$ cat src/rtl/iomem_bridge_master.sv
// -----------------------------------------------------------------------------
// iomem_bridge_master
//   Turns a byte-oriented command stream into single iomem bus transfers.
//   Frames (all multi-byte fields MSB first):
//     write : 0x57, addr[31:0], data[31:0]  -> response 0x06
//     read  : 0x52, addr[31:0]              -> response 0x06, rdata[31:0]
//     bus timeout (either op)               -> response 0x15
//     unknown command byte                  -> response 0x3F
//
// Ports
//   clk, resetn       : clock, asynchronous active-low reset
//   rx_valid, rx_data : one-cycle strobe carrying a received command byte
//   tx_valid, tx_data : response byte, held until tx_ready
//   tx_ready          : response sink accepts tx_data
//   iomem_valid/wstrb/addr/wdata : bus request (wstrb 0 = read)
//   iomem_ready/rdata : bus completion and read data
//   overrun           : sticky, set when a byte arrives in BUS or RESP
// -----------------------------------------------------------------------------
module iomem_bridge_master #(
    parameter int unsigned TIMEOUT_CYCLES = 1024
) (
    input  logic        clk,
    input  logic        resetn,
    input  logic        rx_valid,
    input  logic [7:0]  rx_data,
    output logic        tx_valid,
    output logic [7:0]  tx_data,
    input  logic        tx_ready,
    output logic        iomem_valid,
    output logic [3:0]  iomem_wstrb,
    output logic [31:0] iomem_addr,
    output logic [31:0] iomem_wdata,
    input  logic        iomem_ready,
    input  logic [31:0] iomem_rdata,
    output logic        overrun
);

    localparam logic [7:0] CMD_WRITE = 8'h57;
    localparam logic [7:0] CMD_READ  = 8'h52;
    localparam logic [7:0] RSP_ACK   = 8'h06;
    localparam logic [7:0] RSP_NAK   = 8'h15;
    localparam logic [7:0] RSP_ERR   = 8'h3F;

    // The counter only needs to reach TIMEOUT_CYCLES-1: the abort happens on
    // the edge where it would reach TIMEOUT_CYCLES.
    localparam int unsigned TW = (TIMEOUT_CYCLES < 2) ? 1 : $clog2(TIMEOUT_CYCLES);
    localparam logic [TW-1:0] TOUT_LAST = TW'(TIMEOUT_CYCLES - 1);

    typedef enum logic [2:0] {IDLE, ADDR, DATA, BUS, RESP} state_t;

    state_t          r_state;
    state_t          w_state_next;
    logic            r_is_write;
    logic [1:0]      r_byte_cnt;
    logic [31:0]     r_addr;
    logic [31:0]     r_wdata;
    logic [3:0]      r_wstrb;
    logic            r_valid;
    logic [TW-1:0]   r_tout;
    logic [31:0]     r_rdata;
    logic [2:0]      r_resp_left;
    logic            r_tx_valid;
    logic [7:0]      r_tx_data;
    logic            r_overrun;

    logic            w_cmd_ok;
    logic            w_last_byte;
    logic            w_tx_fire;
    logic            w_timeout;

    assign w_cmd_ok    = (rx_data == CMD_WRITE) || (rx_data == CMD_READ);
    assign w_last_byte = rx_valid && (r_byte_cnt == 2'd3);
    assign w_tx_fire   = r_tx_valid && tx_ready;
    // Ready in the final counted cycle wins over the timeout.
    assign w_timeout   = !iomem_ready && (r_tout == TOUT_LAST);

    always_comb begin
        w_state_next = r_state;
        case (r_state)
            IDLE: if (rx_valid)    w_state_next = w_cmd_ok ? ADDR : RESP;
            ADDR: if (w_last_byte) w_state_next = r_is_write ? DATA : BUS;
            DATA: if (w_last_byte) w_state_next = BUS;
            BUS:  if (iomem_ready || w_timeout) w_state_next = RESP;
            RESP: if (w_tx_fire && (r_resp_left == 3'd0)) w_state_next = IDLE;
            default: w_state_next = IDLE;
        endcase
    end

    always_ff @(posedge clk or negedge resetn) begin
        if (!resetn) r_state <= IDLE;
        else         r_state <= w_state_next;
    end

    always_ff @(posedge clk or negedge resetn) begin
        if (!resetn) begin
            r_is_write  <= 1'b0;
            r_byte_cnt  <= '0;
            r_addr      <= '0;
            r_wdata     <= '0;
            r_wstrb     <= '0;
            r_valid     <= 1'b0;
            r_tout      <= '0;
            r_rdata     <= '0;
            r_resp_left <= '0;
            r_tx_valid  <= 1'b0;
            r_tx_data   <= '0;
            r_overrun   <= 1'b0;
        end else begin
            if (rx_valid && ((r_state == BUS) || (r_state == RESP)))
                r_overrun <= 1'b1;

            case (r_state)
                IDLE: begin
                    if (rx_valid) begin
                        if (w_cmd_ok) begin
                            r_is_write <= (rx_data == CMD_WRITE);
                            r_byte_cnt <= '0;
                        end else begin
                            r_tx_valid  <= 1'b1;
                            r_tx_data   <= RSP_ERR;
                            r_resp_left <= '0;
                        end
                    end
                end
                ADDR: begin
                    if (rx_valid) begin
                        r_addr     <= {r_addr[23:0], rx_data};
                        r_byte_cnt <= r_byte_cnt + 2'd1;
                        if (w_last_byte && !r_is_write) begin
                            r_valid <= 1'b1;
                            r_tout  <= '0;
                            r_wstrb <= 4'h0;
                        end
                    end
                end
                DATA: begin
                    if (rx_valid) begin
                        r_wdata    <= {r_wdata[23:0], rx_data};
                        r_byte_cnt <= r_byte_cnt + 2'd1;
                        if (w_last_byte) begin
                            r_valid <= 1'b1;
                            r_tout  <= '0;
                            r_wstrb <= 4'hF;
                        end
                    end
                end
                BUS: begin
                    if (iomem_ready) begin
                        r_valid     <= 1'b0;
                        r_rdata     <= iomem_rdata;
                        r_tx_valid  <= 1'b1;
                        r_tx_data   <= RSP_ACK;
                        r_resp_left <= r_is_write ? 3'd0 : 3'd4;
                    end else if (w_timeout) begin
                        r_valid     <= 1'b0;
                        r_tx_valid  <= 1'b1;
                        r_tx_data   <= RSP_NAK;
                        r_resp_left <= '0;
                    end else begin
                        r_tout <= r_tout + TW'(1);
                    end
                end
                RESP: begin
                    if (w_tx_fire) begin
                        if (r_resp_left == 3'd0) begin
                            r_tx_valid <= 1'b0;
                        end else begin
                            // Read data drains MSB first through the top byte.
                            r_tx_data   <= r_rdata[31:24];
                            r_rdata     <= {r_rdata[23:0], 8'h00};
                            r_resp_left <= r_resp_left - 3'd1;
                        end
                    end
                end
                default: ;
            endcase
        end
    end

    assign tx_valid    = r_tx_valid;
    assign tx_data     = r_tx_data;
    assign iomem_valid = r_valid;
    assign iomem_wstrb = r_wstrb;
    assign iomem_addr  = r_addr;
    assign iomem_wdata = r_wdata;
    assign overrun     = r_overrun;

endmodule

$ cat config.mk
export PLATFORM = sky130hd
export DESIGN_NAME = iomem_bridge_master
export DESIGN_NICKNAME = d
export VERILOG_FILES = /design/src/rtl/iomem_bridge_master.sv
export SDC_FILE = /design/constraint.sdc
export NUM_CORES = 1
export LEC_CHECK = 0
export ABC_AREA = 1
export CAP_MARGIN = 20
export CORE_MARGIN = 2
export CORE_UTILIZATION = 51
export DETAILED_ROUTE_END_ITERATION = 12
export PLACE_DENSITY_LB_ADDON = 0.05
export SKIP_LAST_GASP = 1
export SYNTH_ARGS = -nofsm -noshare
export SYNTH_HDL_FRONTEND = slang
export SYNTH_SLANG_ARGS = --single-unit
$ cat constraint.sdc
create_clock -name clk -period 1.8 [get_ports clk]
set_input_delay 0.36 -clock clk [delete_from_list [all_inputs] [get_ports clk]]
set_output_delay 0.36 -clock clk [all_outputs]
set_load 0.02 [all_outputs]
Word-level counts from Yosys, hierarchy flattened
Index checks and enable logic that the tools add are counted.
- bits in writable memories: 0
- register bits after elaboration: 130
- logic and storage cells: 129
- memories kept: 0
- bits of input ports: 45
- bits in latches: 0
- bits in read-only memories: 0
- output and inout bits: 79
- multipliers: 0
- $add $sub $neg: 3
- shift operators: 0
- div/mod/pow operators: 0
- equal/unequal tests: 26
- $lt $le $gt $ge: 0
- bitwise logic cells: 0
- reduce and logical (&&, ||, !) cells: 30
- muxes and demuxes: 57
- operators by type and width (kind ; number):
    two-way mux 32 bit ; 3
    one-hot mux 32 bit (2 select lines) ; 1
    two-way mux 10 bit ; 6
    two-way mux 8 bit ; 6
    two-way mux 3 bit ; 13
    != test 2 bit (second input constant) ; 16
    one-hot mux 10 bit (3 select lines) ; 1
    one-hot mux 8 bit (3 select lines) ; 1
    AND reduction 6 bit ; 3
    == test 8 x 7 -> 1 bit (second input constant) ; 2
    two-way mux 4 bit ; 4
    one-hot mux 3 bit (5 select lines) ; 1
    two-way mux 1 bit ; 13
    adder 10 x 1 -> 10 bit (second input constant) ; 1
    == test 10 bit (second input constant) ; 1
    AND reduction 5 bit ; 2
    one-hot mux 3 bit (3 select lines) ; 1
    one-hot mux 4 bit (2 select lines) ; 1
    AND reduction 4 bit ; 2
    AND reduction 7 bit ; 1
    == test 3 x 2 -> 1 bit (second input constant) ; 2
    logical AND 1 bit ; 6
    logical NOT 3 bit ; 2
    two-way mux 2 bit ; 3
    other kinds (16) ; 24

Logic depth before layout (Yosys ltp)
Gate-level depths: netlist of the first run.
- word-level depth: 6
- mapped depth: 11
- depth with buffers taken out: 10

Worst setup path after synthesis of the first run
No wires, ideal clock.
- path type: register to register
- from: register r_resp_left[0]
- to: register r_resp_left[1]
- setup time: 0.121 ns
- arrival: 1.361 ns
- path buffers: 1
- data required time: 1.679 ns
- setup slack: 0.318 ns
- cell stages (with the launch flop): 11
- period minus slack after synthesis: 1.482 ns
- path through: dfrtp_1 > inv_1 > ha_1 > ha_1 > nand3_1 > nand2_1 > nor2_1 > nand2_1 > buf_2 > o21bai_1 > nand2_1
- word-level cells in the longest chain between the ends: 4
- elaborated cells between the ends (all ways): 7
- classes of those cells: add/sub: 1; eq/ne: 1; mux: 3; reduce/logical: 2
- ends and longest elaborated chain (item ; RTL line ; RTL):
    start, declared ; 61 ; logic [2:0] r_resp_left;
    start signal, assigned ; 153 ; r_resp_left <= r_is_write ? 3'd0 : 3'd4;
    start signal, assigned ; 171 ; r_resp_left <= r_resp_left - 3'd1;
    subtractor 3 x 1 -> 3 bit ; 171 ;
    two-way mux 3 bit ; 165 ; if (r_resp_left == 3'd0) begin
    two-way mux 3 bit ; 164 ; if (w_tx_fire) begin
    one-hot mux 3 bit (3 select lines) ; 112 ; case (r_state)
Several ways; a longest one is shown, not always the timed one. The select of a mux whose other input is x is not followed.
A chain may end at the register's enable or synchronous reset.

Worst setup path after layout of the first run
- from: register r_wdata[16] (netlist: iomem_wdata[16])
- to: output iomem_wdata[16]
- RTL lines (item ; RTL line ; RTL):
    start, declared ; 56 ; logic [31:0] r_wdata;
    start signal, assigned ; 138 ; r_wdata <= {r_wdata[23:0], rx_data};
    end, declared ; 32 ; output logic [31:0] iomem_wdata,
No word-level cell between the ends.

==> results of run 1 <==
[routing by layer]
layer | vias to the layer above | global-route usage (%) | wire (um)
met1 | 2303 | 29.58 | 5846
met5 | - | 0 | 0
met2 | 130 | 36.56 | 6703
met4 | 0 | 10.33 | 189
met3 | 17 | 5.434 | 724
li1 | 2379 | - | -
[worst reg2reg max path: stages (launching register included)]
cell and delay, ns:
dfrtp_1 0.37, ha_1 0.16, nand2_1 0.14, nor2_2 0.16, nand3_1 0.13, nand2_4 0.13, nand2_4 0.07, buf_4 0.18
o21bai_1 0.16, nand2_1 0.07
[synth_stat cells, types with 2 or more instances]
master,n,area [sq um]
a21oi_1,22,110.1
a21oi_2,5,43.79
buf_2,8,40.04
buf_4,8,60.06
buf_6,5,56.30
clkbuf_1,9,33.78
clkinv_1,3,11.26
dfrtp_1,127,3178
ha_1,4,50.05
inv_1,61,229.0
mux2_2,22,247.7
nand2_1,228,855.8
nand2_2,4,25.02
nand3_1,24,120.1
nand3_2,2,20.02
nand4_1,5,31.28
nor2_1,47,176.4
nor2_2,2,12.51
nor3_1,3,15.01
o21ai_0,48,240.2
o21bai_1,13,97.59
o22ai_1,2,12.51
or2_2,3,18.77
xor2_1,3,26.28
[cells by family (layout without fill, tap and decap cells)]
group                    count (synthesis)  in the layout  share of synthesized area, %
AO/OA/AOI/OAI                           94             94                         9.260
XOR/XNOR                                 3              3                        0.4544
AND/OR/NAND/NOR                        321            321                         22.57
flip-flops                             127            127                         54.95
multiplexers                            22             22                         4.284
adder cells (fa/ha/maj)                  4              4                        0.8655
buffers and inverters                   96            247                         7.616
[metrics by stage]
stage / instance area, sq um / power, mW / hold WS, ns
5_1_grt: 7943 / 11.12 / 0.4771
4_1_cts: 7873 / 10.56 / 0.4378
3_5_place_dp: 7279 / 7.068 / 0.3377
6_report: 7943 / 10.47 / 0.4413
3_3_place_gp: 7279 / 6.940 / 0.3325
2_1_floorplan: 5783 / 5.923 / 0.06441
[flip-flops by register name, summed over array words and instances, names as in the netlist]
| register | cells |
|---|---|
| r_rdata | 32 |
| r_byte_cnt | 2 |
| iomem_valid | 1 |
| iomem_wdata | 32 |
| tx_valid | 1 |
| iomem_addr | 32 |
| tx_data | 8 |
| iomem_wstrb | 1 |
| r_resp_left | 3 |
| r_state | 3 |
| r_is_write | 1 |
| overrun | 1 |
| r_tout | 10 |
[how the worst min path moves through the flow]
stage          startpoint              end  slack (ns)  cells past startpoint
4_1_cts            resetn  iomem_wdata[31]        0.44                      2
5_1_grt            resetn  iomem_wdata[31]        0.48                      2
3_5_place_dp       resetn  iomem_wdata[31]        0.34                      1
3_3_place_gp       resetn  iomem_wdata[31]        0.33                      1
2_1_floorplan      resetn    iomem_addr[0]        0.06                      0
6_report           resetn  iomem_wdata[31]        0.44                      2
[cells in the final DEF (no fill, tap or decap), types with 2 or more instances in the layout]
| cell type | n |
|---|---|
| o21ai_0 | 48 |
| a21oi_1 | 22 |
| clkinvlp_4 | 3 |
| o22ai_1 | 2 |
| nand2_4 | 2 |
| dfrtp_1 | 127 |
| a21oi_2 | 5 |
| clkbuf_8 | 3 |
| o21bai_1 | 13 |
| nor3_1 | 3 |
| buf_12 | 8 |
| bufinv_16 | 3 |
| clkbuf_16 | 17 |
| nand3_1 | 24 |
| nor2_2 | 4 |
| buf_4 | 18 |
| dlygate4sd2_1 | 21 |
| ha_1 | 3 |
| clkinv_4 | 2 |
| dlymetal6s2s_1 | 17 |
| xor2_1 | 3 |
| nand2_1 | 227 |
| clkinv_2 | 4 |
| or2_2 | 3 |
| nor2_1 | 45 |
| clkbuf_1 | 2 |
| nand4_1 | 5 |
| mux2_2 | 22 |
| nand2_2 | 4 |
| clkdlybuf4s50_1 | 84 |
| nand3_2 | 2 |
| inv_1 | 61 |
[area by class of cell]
type | count | area (sq um) | share of cell area (%)
multi-input combinational | 444 | 2180 | 27.44
timing repair buffer | 149 | 1543 | 19.42
clock inverter | 10 | 135.1 | 1.701
tap | 140 | 175.2 | 2.205
inverter | 66 | 257.7 | 3.245
sequential | 127 | 3178 | 40.01
clock buffer | 22 | 474.2 | 5.970
[where the power goes]
group          switching (mW)  internal (mW)
clock                    1.22           2.28
combinational            1.96           1.33
sequential              0.290           3.40
total                    3.47           7.00
[repair_timing]
action	CTS	global route
gates resized for setup	21	23
setup buffers	0	1
hold buffers	1	0
endpoints found under the setup margin	21	45
cloned	0	0
hold endpoints to repair	27	0
pin swaps	0	0
==> impl_metrics.ini, run 1 <==
[detailed_routing]
ant_nets = 0
vias = 4829
routed_wl_mm = 13.46
drt-pass1-iter-count = 5
viasPerCell = 5.041
wl_per_cell_um = 14.05
drtIter0Drc = 274
drcViolationCount = 0

[logic_synthesis]
synth_seq_area_share_pct = 54.95
syn_inst = 667
async_flop_share_pct = 100.0
synth_edf_count = 0
synth_seq_cells = 127
synth-main-ff-cell = dfrtp_1
ys_warn_count = 0
synth.distinct_cells = 33
synth_nets = 716
syn-mean-instance-area_sq_um = 8.670
syn_area_sq_mm = 0.005783

[setup_path]
crit_type = flop to output port
critPathLaunchType = flop
cp.depth = 1
required_ns = 1.44
crit_end = iomem_wdata[16]
worstReg2RegStart = r_tout[0]
reg2regPathDepth = 9
critPathTopFamily = buffers and inverters
critPathSlowestCell = clkdlybuf4s50_1
critPathMaxFanout = 3
crit_path_cell_trace = clkdlybuf4s50_1
cp-end-kind = output port
max_stage_delay_ns = 0.61
arrival_ns = 1.40
r2r_slack_ns = 0.11
timing.rr.end = tx_data[6]
startpoint = iomem_wdata[16]
path_buf_inv = 1

[timing]
min_period_ns = 1.756
period_share_pct = 97.55
finClkSkew_ns = 0.01369
final_max_slew_viol_count = 0
setup_tns_ns = 0
hold_viol = 0
max_freq_mhz = 569.5
tightest_slew_ns = 0.4655
fin_ws_ns = 0.04402
finalSetupViolCount = 0
relSlewSlack_pct = 68.97

[finish]
area_growth_pct = 37.34
fin_nets = 854
final_layout_size_suffix_gt1_share_pct = 12.84
finalCoreUtilization_pct = 72.63
insertedDiodeCount = 0
filler_cell_count = 788
finalNonFillerCells = 958

[grt]
grt_max_degree = 62
grt_overflow = 0
grt_pass1_wl_mm = 22.49
antenna_found_initial = 0
grt_pass1_vias = 4703
grt_use_total_pct = 22.81

[place]
io_buffer_count = 123
place_congestion = 0.8787
dp_cells = 924
hpwl_mm = 9.464
place_ws_ns = -0.1557

[clock_tree]
clk_latency_ns = 0.42
cts_tree = built
cts-root-buf = clkbuf_16
cts-buffers-inserted = 17
clockBufferDepth = 2
htree_levels = 4
cts.clk_slew.worst_paths_ns = 0.05
cts.sinks = 127

[die]
boundaryPins = 124
core_sq_mm = 0.01094
rows = 38
die-area_sq_mm = 0.01221
die_width_um = 110.5
start_util_pct = 52.88
die_h_um = 110.5

[pwr]
ir_drop_mv = 0.8183
p_leak_nw = 4.402
p_per_area_mw_per_mm2 = 1319

[hold_path]
hp-class = input port to asynchronous set/reset pin

[status]
outcome = complete, no violations

[flow_run]
drv_cap = 0
Note: power is estimated with default switching activity, not from simulation.
==> run 2: changes to the inputs <==
CORE_MARGIN = default   (was 2)
==> impl_metrics.ini, run 2 (synthesis gave the netlist of run 1 again) <==
[die]
boundaryPins = 124
rows = 38
core_sq_mm = 0.01094
die_h_um = 108.5
die_width_um = 108.5
die-area_sq_mm = 0.01177
start_util_pct = 52.88

[timing]
max_freq_mhz = 566.6
rsz0062_at_grt = no
tightest_slew_ns = 0.3685
min_period_ns = 1.765
setup_tns_ns = 0
hold-worst-slack_ns = 0.4187
finClkSkew_ns = 0.006266
final_max_slew_viol_count = 0
fin_ws_ns = 0.03503
finalSetupViolCount = 0
hold_viol = 0
period_share_pct = 98.05
relSlewSlack_pct = 75.44

[finish]
final_cell_area_sq_mm = 0.008010
insertedDiodeCount = 0
final_common_cell = nand2_1
final_layout_size_suffix_gt1_share_pct = 12.75
mostFrequentLayoutCells = 226 x nand2_1, 127 x dfrtp_1, 85 x clkdlybuf4s50_1, 61 x inv_1, 48 x o21ai_0
filler_cell_count = 825
fin_nets = 852
area_growth_pct = 38.51
finalCoreUtilization_pct = 73.25

[pwr]
p_leak_nw = 4.530
p_per_area_mw_per_mm2 = 1348
ir_drop_mv = 1.110

[place]
hpwl_mm = 9.197
place_ws_ns = -0.1477
placed_area_sq_mm = 0.007259
io_buffer_count = 123
place_congestion = 0.8333

[grt]
grt_pass1_wl_mm = 21.85
grt_use_total_pct = 24.35
grt_pass1_vias = 4624
grt_max_degree = 62
antenna_found_initial = 0
grt_overflow = 0

[clock_tree]
cts.sinks = 127
clk_latency_ns = 0.41
cts_tree = built
cts-root-buf = clkbuf_16
cts-buffers-inserted = 17
cts.clk_slew.worst_paths_ns = 0.05
post_cts_buffers = 0
clockBufferDepth = 2
htree_levels = 4

[setup_path]
startpoint = iomem_wdata[15]
cp-end-kind = output port
required_ns = 1.44
max_stage_delay_ns = 0.62
critPathSlowestCell = clkdlybuf4s50_1
worstReg2RegStart = r_tout[0]
path_buf_inv = 1
reg2regPathDepth = 9
crit_path_cell_trace = clkdlybuf4s50_1
timing.rr.end = tx_data[7]
critPathMaxFanout = 3
crit_type = flop to output port
critPathLaunchType = flop
arrival_ns = 1.40
r2r_slack_ns = 0.09
critPathTopFamily = buffers and inverters

[detailed_routing]
routed_wl_mm = 13.38
viasPerCell = 5.024
drcViolationCount = 0
drtIter0Drc = 215
topRoutingLayerUsed = met4
routedLengthMet1_mm = 5.902
wl_per_cell_um = 14.00
vias = 4803
wl_met3_um = 683
met2WireLength_mm = 6.624
drt-pass1-iter-count = 5
ant_nets = 0

[status]
outcome = complete, no violations

[hold_path]
hp-class = input port to asynchronous set/reset pin

[flow_run]
drv_cap = 0
run 2: cell count changes in the layout (fill, tap and decap cells not counted), sizes merged:
cell and delta:
buf -2, bufinv +3, clkbuf -1, clkdlybuf4s50 +1, clkinv -2, dlygate4sd2 -9, dlymetal6s2s +8
run 2: how the worst max path moves through the flow:
stage                       to  slack [ns]  depth (start not counted)
6_report       iomem_wdata[15]        0.04                          1
3_3_place_gp        tx_data[0]       -0.11                         10
5_1_grt        iomem_wdata[15]      0.0003                          1
3_5_place_dp        tx_data[7]       -0.15                         10
4_1_cts         iomem_wstrb[3]      0.0006                          1
2_1_floorplan   r_resp_left[1]        0.32                         10
run 2: final cells by class:
cell class	instances	area (sq um)	area share [%]
tap	140	175.2	2.187
inverter	66	257.7	3.218
timing repair buffer	147	1550	19.35
multi-input combinational	444	2187	27.30
clock inverter	11	211.5	2.640
clock buffer	21	450.4	5.623
sequential	127	3178	39.68
run 2: metal layers:
layer  GRT usage, %  vias up
li1               -     2380
met1          30.60     2283
met2          39.96      125
met3          6.872       15
met4          8.977        0
met5              0        -
run 2: worst register-to-register path, delay by kind of cell (launching register included):
| kind | cells | cell delay [ns] |
|---|---|---|
| AO/OA/AOI/OAI | 1 | 0.17 |
| flip-flops | 1 | 0.41 |
| buffers and inverters | 1 | 0.18 |
| adder cells (fa/ha/maj) | 1 | 0.22 |
| AND/OR/NAND/NOR | 6 | 0.62 |
run 2: where the power goes:
part	switching, mW	total, mW	internal, mW
sequential	0.281	3.68	3.40
combinational	1.96	3.30	1.33
clock	1.19	3.82	2.63
total	3.44	10.8	7.36
run 2: per-stage QoR:
| stage | cells | total power, mW |
|---|---|---|
| 2_1_floorplan | 667 | 5.923 |
| 6_report | 956 | 10.80 |
| 4_1_cts | 956 | 10.86 |
| 3_5_place_dp | 923 | 7.024 |
| 5_1_grt | 956 | 11.44 |
| 3_3_place_gp | 923 | 6.913 |
run 2: timing repair:
action | CTS | global route
resized for setup | 12 | 34
endpoints found under the hold margin | 23 | 0
pin swaps | 0 | 2
endpoints found under the setup margin | 13 | 54
hold buffers | 1 | 0
==> run 3: changes to the inputs <==
PLACE_DENSITY = 0.8   (was default)
PLACE_DENSITY_LB_ADDON = default   (was 0.05)
==> impl_metrics.ini, run 3 (synthesis gave the netlist of run 1 again) <==
[hold_path]
hp-class = flop to flop

[grt]
grt_pass1_wl_mm = 22.86
grt_max_degree = 71
grt_overflow = 0
grt_pass1_vias = 4831
antenna_found_initial = 0
grt_use_total_pct = 25.59

[place]
io_buffer_count = 123
place_congestion = 0.8826
hpwl_mm = 9.281
dp_cells = 923

[clock_tree]
cts-buffers-inserted = 17
htree_levels = 4
post_cts_buffers = 0
clockBufferDepth = 2
cts-root-buf = clkbuf_16
clk_latency_ns = 0.42
cts_tree = built
cts.clk_slew.worst_paths_ns = 0.06
cts.sinks = 127

[pwr]
seqPwrFrac_pct = 35.4
ir_drop_mv = 1.072
p_per_area_mw_per_mm2 = 1310
internal_power_mw = 6.861
p_clk_share_pct = 32.5
p_leak_nw = 4.598
switching_power_mw = 3.537
combPwrFrac_pct = 32.1
p_sw_share_pct = 34.02

[die]
boundaryPins = 124
die-area_sq_mm = 0.01177
die_h_um = 108.5
die_width_um = 108.5
core_sq_mm = 0.01094
rows = 38
start_util_pct = 52.88

[detailed_routing]
vias = 4917
wl_per_cell_um = 14.51
ant_nets = 0
drcViolationCount = 0
drtIter0Drc = 288
routed_wl_mm = 13.87
drt-pass1-iter-count = 5
viasPerCell = 5.143

[timing]
final_max_slew_viol_count = 0
min_period_ns = 1.770
hold-worst-slack_ns = 0.4597
tightest_slew_ns = 0.3866
period_share_pct = 98.35
relSlewSlack_pct = 74.23
hold_viol = 0
finalSetupViolCount = 0
rsz0062_at_grt = yes
max_freq_mhz = 564.9
finClkSkew_ns = 0.005255

[setup_path]
path_buf_inv = 1
required_ns = 1.44
crit_type = flop to output port
cp-end-kind = output port
critPathTopFamily = buffers and inverters
critPathSlowestCell = clkdlybuf4s50_1
critPathMaxFanout = 2
arrival_ns = 1.41
crit_path_cell_trace = clkdlybuf4s50_1
critPathLaunchType = flop
max_stage_delay_ns = 0.62

[finish]
mostFrequentLayoutCells = 226 x nand2_1, 126 x dfrtp_1, 73 x clkdlybuf4s50_1, 61 x inv_1, 48 x o21ai_0
finalCoreUtilization_pct = 72.60
fin_nets = 852
final_layout_size_suffix_gt1_share_pct = 13.11
insertedDiodeCount = 0
filler_cell_count = 822
area_growth_pct = 37.28
finalNonFillerCells = 956
final_common_cell = nand2_1

[flow_run]
drv_cap = 0

[status]
outcome = complete, no violations
[run 3: cell count changes in the layout (fill, tap and decap cells not counted), moves of 2 or more]
cell / delta
ha_2: -2
nor2_1: -2
dlymetal6s2s_1: +5
clkbuf_1: -3
nor2_2: +2
clkdlybuf4s50_1: -12
bufinv_16: -4
ha_1: +2
inv_6: +2
dlygate4sd2_1: +7
clkinvlp_4: +2
[run 3: power by group through the flow]
stage	logic [mW]	clock network (mW)	registers, mW
2_1_floorplan	2.04	0	3.88
3_3_place_gp	3.24	0	3.70
3_5_place_dp	3.33	0	3.72
4_1_cts	3.33	3.43	3.68
5_1_grt	3.79	3.54	3.74
6_report	3.33	3.38	3.68
[run 3: repair_timing]
| item | 4_1_cts | 5_1_grt |
|---|---|---|
| endpoints found under the setup margin | 19 | 60 |
| resized for setup | 19 | 39 |
| hold endpoints to repair | 95 | 0 |
| hold buffers | 1 | 0 |
| pin swaps | 0 | 1 |
[run 3: worst paths after layout]
check                           startpoint              end  slack [ns]  cells past startpoint
setup reg to reg                 r_tout[0]   r_resp_left[1]        0.12                      9
min in group asynchronous           resetn  iomem_wdata[20]        0.48                      3
hold / removal                     overrun          overrun        0.46                      1
max in group asynchronous           resetn        r_tout[1]        0.97                      3
setup / recovery           iomem_wdata[31]  iomem_wdata[31]        0.03                      1
hold reg to reg                    overrun          overrun        0.46                      1
[run 3: layer usage]
layer | global-route usage (%) | wire, um | up-vias
met5 | 0 | 0 | -
met4 | 10.23 | 294 | 0
met3 | 7.414 | 870 | 37
met2 | 41.18 | 6910 | 175
met1 | 32.47 | 5791 | 2329
li1 | - | - | 2376
[run 3: per-stage QoR]
| step | setup slack (ns) | TNS, ns | cell area, sq um | power (mW) |
|---|---|---|---|---|
| after floorplan | 0.3182 | 0 | 5783 | 5.923 |
| after detailed placement | -0.1203 | -1.196 | 7259 | 7.047 |
| after global placement | -0.06094 | -0.6433 | 7259 | 6.936 |
| after global routing | -0.02665 | -0.1385 | 7939 | 11.07 |
| final | 0.02964 | 0 | 7939 | 10.40 |
| after CTS | 0.0009796 | 0 | 7836 | 10.44 |
[run 3: area by class of cell]
cell class                      count  area [sq um]  share of cell area, %
Clock buffer                       19         452.9                  5.705
Clock inverter                     13         137.6                  1.734
Inverter                           66         257.7                  3.247
Multi-Input combinational cell    444          2182                  27.49
Sequential cell                   127          3179                  40.05
Tap cell                          140         175.2                  2.206
Timing Repair Buffer              147          1554                  19.57
